## src/rtl/piso_serializer_8b.sv

```systemverilog
// piso_serializer_8b
//   Parallel-in/serial-out transmitter for the serial display path. A word is
//   accepted on load && ready and shifted out MSB- or LSB-first. Each bit is
//   held BIT_DIV cycles, with a one-cycle shift_strobe in the last cycle of each
//   bit period. A one-cycle latch pulse closes the frame.
//
//   Build option: define PISO_INVERT_EN to transmit ~data. This pairs with a
//   receiver whose parallel output is inverted.
//
// Parameters
//   WIDTH    bits per frame (>=2)
//   BIT_DIV  clock cycles per serial bit (>=1)
// Ports
//   clk           system clock, rising edge
//   rst           synchronous active-low reset
//   side          1 = MSB-first, 0 = LSB-first (sampled at acceptance)
//   data          parallel word (sampled at acceptance)
//   load          transmit request
//   ready         high in IDLE
//   sdata         serial data
//   shift_strobe  receiver sample strobe, last cycle of each bit period
//   latch         one-cycle end-of-frame pulse
//   busy          ~ready
module piso_serializer_8b #(
  parameter int WIDTH   = 8,
  parameter int BIT_DIV = 1
) (
  input  logic             clk,
  input  logic             rst,
  input  logic             side,
  input  logic [WIDTH-1:0] data,
  input  logic             load,
  output logic             ready,
  output logic             sdata,
  output logic             shift_strobe,
  output logic             latch,
  output logic             busy
);

  localparam int DW = (BIT_DIV > 1) ? $clog2(BIT_DIV) : 1;
  localparam int BW = $clog2(WIDTH);
  localparam logic [DW-1:0] DIV_LAST = DW'(BIT_DIV - 1);
  localparam logic [BW-1:0] BIT_LAST = BW'(WIDTH - 1);
  // With one cycle per bit every cycle of SHIFT is a strobe cycle.
  localparam logic ONE_CYC = (BIT_DIV == 1);

  typedef enum logic [1:0] {IDLE, SHIFT, LATCH} state_t;

  state_t           state;
  logic [WIDTH-1:0] sreg;
  logic             side_q;
  logic [BW-1:0]    bit_cnt;
  logic [DW-1:0]    div_cnt;

  logic [WIDTH-1:0] cap;
  logic [WIDTH-1:0] sreg_nxt;
  logic [DW-1:0]    div_inc;

`ifdef PISO_INVERT_EN
  assign cap = ~data;
`else
  assign cap = data;
`endif

  // Shift toward the output end: MSB end for MSB-first, LSB end otherwise.
  assign sreg_nxt = side_q ? {sreg[WIDTH-2:0], 1'b0} : {1'b0, sreg[WIDTH-1:1]};
  assign div_inc  = div_cnt + DW'(1);
  assign busy     = ~ready;

  always_ff @(posedge clk) begin
    if (!rst) begin
      state        <= IDLE;
      ready        <= 1'b1;
      sdata        <= 1'b0;
      shift_strobe <= 1'b0;
      latch        <= 1'b0;
      sreg         <= '0;
      side_q       <= 1'b0;
      bit_cnt      <= '0;
      div_cnt      <= '0;
    end else begin
      case (state)
        IDLE: begin
          ready        <= 1'b1;
          shift_strobe <= 1'b0;
          latch        <= 1'b0;
          sdata        <= 1'b0;
          if (load && ready) begin
            state        <= SHIFT;
            ready        <= 1'b0;
            sreg         <= cap;
            side_q       <= side;
            // First bit goes out in the same update as the capture.
            sdata        <= side ? cap[WIDTH-1] : cap[0];
            shift_strobe <= ONE_CYC;
            bit_cnt      <= '0;
            div_cnt      <= '0;
          end
        end
        SHIFT: begin
          if (div_cnt == DIV_LAST) begin
            if (bit_cnt == BIT_LAST) begin
              state        <= LATCH;
              latch        <= 1'b1;
              sdata        <= 1'b0;
              shift_strobe <= 1'b0;
              div_cnt      <= '0;
            end else begin
              sreg         <= sreg_nxt;
              sdata        <= side_q ? sreg_nxt[WIDTH-1] : sreg_nxt[0];
              bit_cnt      <= bit_cnt + BW'(1);
              div_cnt      <= '0;
              shift_strobe <= ONE_CYC;
            end
          end else begin
            div_cnt      <= div_inc;
            shift_strobe <= (div_inc == DIV_LAST);
          end
        end
        LATCH: begin
          state        <= IDLE;
          latch        <= 1'b0;
          ready        <= 1'b1;
          sdata        <= 1'b0;
          shift_strobe <= 1'b0;
          bit_cnt      <= '0;
        end
        default: begin
          state <= IDLE;
          ready <= 1'b1;
        end
      endcase
    end
  end

endmodule

```

## config.mk

```make
export PLATFORM = sky130hd
export DESIGN_NAME = piso_serializer_8b
export DESIGN_NICKNAME = d
export VERILOG_FILES = /design/src/rtl/piso_serializer_8b.sv
export SDC_FILE = /design/constraint.sdc
export NUM_CORES = 1
export LEC_CHECK = 0
export ABC_AREA = 1
export BUFFER_PORTS_ARGS = -buffer_cell sky130_fd_sc_hd__clkbuf_2
export CAP_MARGIN = 20
export CELL_PAD_IN_SITES_DETAIL_PLACEMENT = 0
export CELL_PAD_IN_SITES_GLOBAL_PLACEMENT = 2
export CORE_MARGIN = 2
export CORE_UTILIZATION = 27
export CTS_BUF_LIST = sky130_fd_sc_hd__clkbuf_4
export CTS_CLUSTER_SIZE = 16
export DETAILED_ROUTE_END_ITERATION = 6
export GPL_TIMING_DRIVEN = 0
export PLACE_DENSITY_LB_ADDON = 0.1
export SETUP_SLACK_MARGIN = 0.1
export SLEW_MARGIN = 5
export SYNTH_ARGS = -nofsm -noshare
export SYNTH_HDL_FRONTEND = slang
export SYNTH_SLANG_ARGS = --single-unit
```

## constraint.sdc

```tcl
create_clock -name clk -period 1.4 [get_ports clk]
set_input_delay 0.07 -clock clk [delete_from_list [all_inputs] [get_ports clk]]
set_output_delay 0.07 -clock clk [all_outputs]
set_load 0.02 [all_outputs]
```

==> run summary <==
Place WS - -0.0868 ns
global-route wire length before repair - 4840 um
Final Max Tran Viols - 0
IO Port Bufs - 16
number of global-route vias before repair - 1,071
CTS root buffer - clkbuf_4
hold slack - 0.0847 ns
Worst Max-Slew Pin Slew - 0.225 ns
clock buffer depth - 2
GR Overflow Total - 0
WL per Instance - 10.6 um
HP Class - primary input to flip-flop
CP Capture Type - flip-flop
crit path max fanout - 5
RSZ-0062 raised after global routing - true
gp weighted congestion - 0.694
most frequent cells in the layout - nand2_1 (56), nor2_1 (24), inv_1 (20)
CTS tree - done
pwr dens - 2330 nW/um2
CP startpoint kind - flip-flop
Cells after Synth - 175
most common cell after layout, fill and taps aside - nand2_1
Pwr Total - 3.37 mW
fin crit share - 92.5%
# nets final - 223
syn nets - 195
gr usage total - 14.4%
Final WS setup - 0.105 ns
final WL - 2680 um
max_cap viols - 0
Period minus WS final - 1.30 ns
cell row count - 23
Avg Cell Area, Syn - 6.25 um2
max frequency - 772 MHz
hpwl dp - 1910 um
largest net degree at the start of global routing - 11
status - finished, final reports clean
Remaining DRCs - 0
CP arrival - 1.50 ns
die height - 67.6 um
cts-stage hold buffer count - 0
initial antenna violation count - 0
CP required - 1.61 ns
post-synthesis sequential area ratio - 33.0%
die width - 67.6 um
distinct cell type count after synthesis - 14
Die Footprint - 4580 um2
final setup fails - 0
clock latency on the worst-skew pair - 0.29 ns
Core Box Area - 3940 um2
total CTS buffers - 3
clock slew seen by the registers of the worst setup and hold paths - 0.11 ns
Fin. Hold Viols - 0
Starting Density - 27.7%
synthesized cell area - 1090 um2
vias post-DR - 1,088
worst vdd ir - 0.806 mV
post-synthesis register bit count - 18
CTS Sinks - 18
IO Count - 17
skew final - 0.00156 ns
layout cell share with drive strength beyond 1 - 30.2%
Area growth syn-to-layout - 32.5%
Leakage Power - 0.801 nW
number of synthesis warnings - 0
vias per cell - 4.32
initial drt markers - 28
H-tree depth - 1
critical path type - flip-flop to flip-flop
relative max-transition margin - 84.8%
n_diodes - 0
antenna viol nets, final - 0
First-pass DRT Iterations - 4
worst max-delay path, cell delays in order, from the launching register on:
cell and delay (ns):
dfxtp_2 0.37, inv_4 0.05, ha_4 0.16, buf_6 0.12, nand2_4 0.07, nand3_4 0.13, buf_8 0.17, nor2_2 0.09
nor2_1 0.05
registers in the layout, indices dropped and copies added, names as in the netlist:
| signal | count |
|---|---|
| bit_cnt | 3 |
| latch | 1 |
| ready | 1 |
| sdata | 1 |
| shift_strobe | 1 |
| side_q | 1 |
| sreg | 8 |
| state | 2 |
routing by layer:
layer,up-vias,share of wire [%],track usage (%)
met5,-,0,0
met4,0,1.3,5.36
met3,4,2.1,2.00
met2,10,50,25.0
met1,488,46,17.9
li1,586,-,-
power by group:
part	internal (mW)	switching [mW]
registers	0.741	0.136
logic	0.995	1.23
clock network	0.104	0.170
Yosys cell counts:
cell type / number / share of area, %
inv_2: 2 / 0.69
buf_6: 2 / 2.1
o21ai_0: 9 / 4.1
nand2_1: 60 / 21
nor2_1: 31 / 11
inv_1: 24 / 8.2
o211a_1: 1 / 0.92
a21oi_1: 4 / 1.8
nand2_2: 3 / 1.7
nand3_4: 1 / 1.6
nand3_1: 9 / 4.1
ha_1: 8 / 9.2
dfxtp_1: 18 / 33
buf_2: 3 / 1.4
metrics by stage:
step	utilization [%]	TNS (ns)	area [um2]	std cells
after floorplan	-	0	1100	175
after global placement	31.5	-0.581	1240	241
after detailed placement	31.5	-0.820	1240	241
after CTS	36.1	0	1420	252
after global routing	36.8	0	1450	252
final	36.8	0	1450	252
worst paths after layout:
path / startpoint / endpoint / slack (ns) / depth (start not counted)
hold reg to reg: latch / latch / 0.53 / 1
setup / recovery: state[1] / sreg[2] / 0.10 / 8
hold / removal: side / side_q / 0.08 / 3
setup reg to reg: state[1] / sreg[2] / 0.10 / 8
kinds of logic after synthesis:
family / Yosys count / share of synthesized area, %
flip-flops: 18 / 33.0
buffers and inverters: 31 / 12.4
adder cells (fa/ha/maj): 8 / 9.15
AND/OR/NAND/NOR: 104 / 38.7
AO/OA/AOI/OAI: 14 / 6.86
layout make-up:
type / count / area (um2)
clock inverters: 1 / 3.75
repair buffers: 23 / 160
fillers: 460 / 2490
multi-input cells: 126 / 686
clock buffers: 3 / 22.5
flip-flops and latches: 18 / 368
inverters: 26 / 103
well taps: 50 / 62.6
plain buffers: 5 / 43.8
repair_timing:
| item | 4_1_cts | 5_1_grt |
|---|---|---|
| pin swaps | 6 | 5 |
| gates resized for setup | 25 | 9 |
| endpoints found under the setup margin | 14 | 15 |
| buffers inserted | 6 | 0 |
| gates cloned | 1 | 0 |
No activity file was read; power rests on OpenSTA's default activity.
